### src/rtl/spm_ctrl.sv
// Controller for a serial-parallel multiplier: feeds the multiplier bits LSB first with sign extension and collects the 2N-bit product.
// Latency is 2N+2 cycles from start to done. Starts arriving while busy are ignored, and there is no backpressure.
module spm_ctrl #(
    parameter int N = 8
) (
    input  logic           clk,
    input  logic           rst,
    input  logic           start,
    input  logic [N-1:0]   a_in,
    input  logic [N-1:0]   b_in,
    output logic [N-1:0]   spm_a,
    output logic           spm_clr,
    output logic           spm_en,
    output logic           spm_x,
    input  logic           spm_p,
    output logic           busy,
    output logic           done,
    output logic [2*N-1:0] product
);

    localparam int KW = $clog2(2 * N);
    localparam logic [KW-1:0] K_LAST = KW'(2 * N - 1);
    localparam logic [KW-1:0] K_N    = KW'(N);

    typedef enum logic [1:0] {IDLE, CLEAR, RUN, DONE} state_t;

    state_t        state;
    state_t        state_nxt;
    logic [N-1:0]  b_reg;
    logic [N-1:0]  b_shr;
    logic [KW-1:0] k;

    always_ff @(posedge clk) begin
        if (rst) begin
            state   <= IDLE;
            spm_a   <= '0;
            b_reg   <= '0;
            k       <= '0;
            product <= '0;
        end else begin
            state <= state_nxt;
            case (state)
                IDLE: begin
                    if (start) begin
                        spm_a <= a_in;
                        b_reg <= b_in;
                    end
                end
                CLEAR: begin
                    k       <= '0;
                    product <= '0;
                end
                RUN: begin
                    product <= {spm_p, product[2*N-1:1]};
                    if (k != K_LAST) begin
                        k <= k + 1'b1;
                    end
                end
                default: ;
            endcase
        end
    end

    always_comb begin
        state_nxt = IDLE;
        spm_clr   = 1'b0;
        spm_en    = 1'b0;
        spm_x     = 1'b0;
        busy      = 1'b1;
        done      = 1'b0;
        b_shr     = b_reg >> k;
        case (state)
            IDLE: begin
                busy      = 1'b0;
                state_nxt = start ? CLEAR : IDLE;
            end
            CLEAR: begin
                spm_clr   = 1'b1;
                state_nxt = RUN;
            end
            RUN: begin
                spm_en    = 1'b1;
                // Upper half of the run replays the sign bit of the multiplier.
                spm_x     = (k < K_N) ? b_shr[0] : b_reg[N-1];
                state_nxt = (k == K_LAST) ? DONE : RUN;
            end
            DONE: begin
                done      = 1'b1;
                state_nxt = IDLE;
            end
            default: begin
                busy      = 1'b0;
                state_nxt = IDLE;
            end
        endcase
    end

endmodule

### config.mk
export PLATFORM = sky130hd
export DESIGN_NAME = spm_ctrl
export DESIGN_NICKNAME = d
export VERILOG_FILES = /design/src/rtl/spm_ctrl.sv
export SDC_FILE = /design/constraint.sdc
export NUM_CORES = 1
export LEC_CHECK = 0
export BUFFER_PORTS_ARGS = -buffer_cell sky130_fd_sc_hd__buf_2
export CAP_MARGIN = 25
export CORE_MARGIN = 5
export CORE_UTILIZATION = 45
export CTS_CLUSTER_DIAMETER = 60
export DETAILED_ROUTE_END_ITERATION = 7
export PLACE_DENSITY = 0.72
export SLEW_MARGIN = 20
export SYNTH_ARGS = -nofsm -noshare
export SYNTH_HDL_FRONTEND = slang
export SYNTH_SLANG_ARGS = --single-unit
### constraint.sdc
create_clock -name clk -period 2.6 [get_ports clk]
set_input_delay 0.52 -clock clk [delete_from_list [all_inputs] [get_ports clk]]
set_output_delay 0.52 -clock clk [all_outputs]
set_load 0.05 [all_outputs]
==> results.md <==
- Status: finished, final reports clean
- Worst Max-Slew Pin Slew: 0.7647 ns
- Vias: approximately 1400
- Die H: between 60 and 70 um
- Max FO, Critical Path: 7
- Area after DPL: 1822 um^2
- Register area share after synthesis: 0.4818
- # hold bufs at CTS: 0
- Synth top area share: 0.4818
- Setup crit start kind: flop
- Worst Setup End Kind: output port
- Vias in the first global route: 1307
- Post-CTS sizing: 0
- Area contributors post-synth: dfxtp_1, a21oi_1, nand2_1, nand2b_1, nand3_1
- Synth Instances: 187
- Unrepaired setup endpoints after global routing: false
- Syn Nets: 213
- Drt first-iter violations: 65
- Fmax: 419.0 MHz
- Distinct cells, synth: 24
- Clk_skew: 0.002809 ns
- Antenna-violating nets left: 0
- Final HPWL DP: between 2000 and 2500 um
- CTS tree: done
- Clk_lat worst skew: 0.33 ns
- Die width: 69.24 um
- Setup CP Type: flop to output port
- Ports: 49
- HP Class: input port to flop
- Global-route wire length before repair: 5651 um
- Design area: 1901 um^2
- CTS root buf: clkbuf_4
- Most common cell in the synthesized netlist: dfxtp_1
- Initial antenna violation count: 0
- Min Tclk post-route: 2.387 ns
- Longest Clk Path Bufs: 2
- Relative slew slack: 0.4902
- Post-synth EDFFs: 0
- Core area: 3363 um^2
- Max reg flops: 16
- Gpl congestion: ~0.82
- Largest net degree at the start of global routing: 38
- Clk pin slew, worst setup/hold paths: 0.10 ns
- Yosys top cell by area: dfxtp_1
- WP data arrival: 1.87 ns
- Number of synthesized register bits: 38
- Final Util: 0.5651
- Final Hold Fails: 0
- Hold path startpoint: b_in[5]
- Leakage power: 0.0007996 uW
- Ratio of cells with drive above 1 in the final layout: 0.2565
- Mapped Area: 1579 um^2
- Final wirelength: between 3000 and 4000 um
- YS warnings: 0
- Initial Utilization: 0.4695
- TritonCTS Buffers: 5
- NumNets Final: 255
- H-tree Lvls: 2
- CP startpoint: k[1]
- PD cells: 621.9 nW/um^2
- Most instantiated cells after synthesis: dfxtp_1, a21oi_1, nand2_1
- Die ar.: 4793 um^2
- Setup TNS: 0 ns
- P&R area growth vs syn: 20.36%
- Hold slack: 0.4160 ns
- IO buf count: 48
- R2R Path Start: state[0]
- Final setup fails: 0
- WP data required: around 2.1 ns
- Synthesized area per cell: around 8.4 um^2
- Num rows: 21
- Top FF cell, synth: dfxtp_1
- Vias/cell: just under 5
- Fin. max-slew vios: 0
- Period utilisation layout: 0.9179
- Drt drc: 0
- Wirelength per Cell: 11.79 um
- GRT Residual Overflow: 0
- Max VDD drop: 0.3570 mV
- Total of max-cap violations: 0
- Postcts setup bufs: 0
- Asr flop ratio synth: 0
- CTS Sinks: 38
- ANT cells: 0
- Detailed Routing Iterations Pass 1: 4
- Total GRT Usage: 0.1425
stage by stage:
stage | setup slack, ns | total power [uW] | std cells
finish | 0.2134 | 1182 | 276
global route | 0.1052 | 1249 | 276
CTS | 0.1712 | 1200 | 276
detailed placement | 0.5940 | 833.4 | 268
global placement | 0.6133 | 830.2 | 268
floorplan | 0.06711 | 788.6 | 187
layout make-up:
class,instances,area (um^2)
inverters,5,18.77
fillers,350,1463
flip-flops and latches,38,760.7
well taps,46,57.56
multi-input cells,130,737.0
clock buffers,8,78.83
repair buffers,49,247.7
worst max-delay path, cell delays in order, from the launching register on:
cell and delay, ns:
dfxtp_1 0.53, mux2i_1 0.14, mux4_2 0.48, a21oi_2 0.14, buf_2 0.26
layer usage:
metal | up-vias | track usage | part of all wire | wire [um]
met3 | 2 | 0.06377 | 0.053 | 174
met1 | 630 | 0.1617 | 0.45 | 1475
met4 | 0 | 0.05206 | 0.0074 | 24
met2 | 25 | 0.2352 | 0.49 | 1581
met5 | - | 0 | 0 | 0
li1 | 714 | - | - | -
placed cells by master (no fill, tap or decap), drive strengths merged, types with 2 or more instances in the layout:
cell and instances:
ha 6, dfxtp 38, nor2 2, nor3 2
nand2 33, nand2b 16, clkbuf 8, buf 49
mux2i 5, and4 2, nand3 18, a21oi 36
o21ai 3, inv 5
power breakdown:
group	internal [uW]	switching [uW]	leakage [uW]
Sequential	604	13.6	0.000309
Clock	185	179	0.0000446
Combinational	63.8	136	0.000446
logic make-up (layout without fill, tap and decap cells):
| group | count (synthesis) | in the layout | share of synthesized area |
|---|---|---|---|
| AO/OA/AOI/OAI | 41 | 41 | 0.1355 |
| adder cells (fa/ha/maj) | 6 | 6 | 0.04754 |
| buffers and inverters | 19 | 62 | 0.05151 |
| flip-flops | 38 | 38 | 0.4818 |
| multiplexers | 6 | 6 | 0.04596 |
| AND/OR/NAND/NOR | 77 | 77 | 0.2377 |
path summary, 6_finish.rpt:
kind                                    end  slack (ns)  cells after the start
worst min register to register     spm_a[1]        0.46                      2
worst min-delay path               b_reg[5]        0.42                      3
worst max-delay path                  spm_x        0.21                      4
worst max register to register  product[11]        0.95                      4
(Power assumes the default switching activity.)
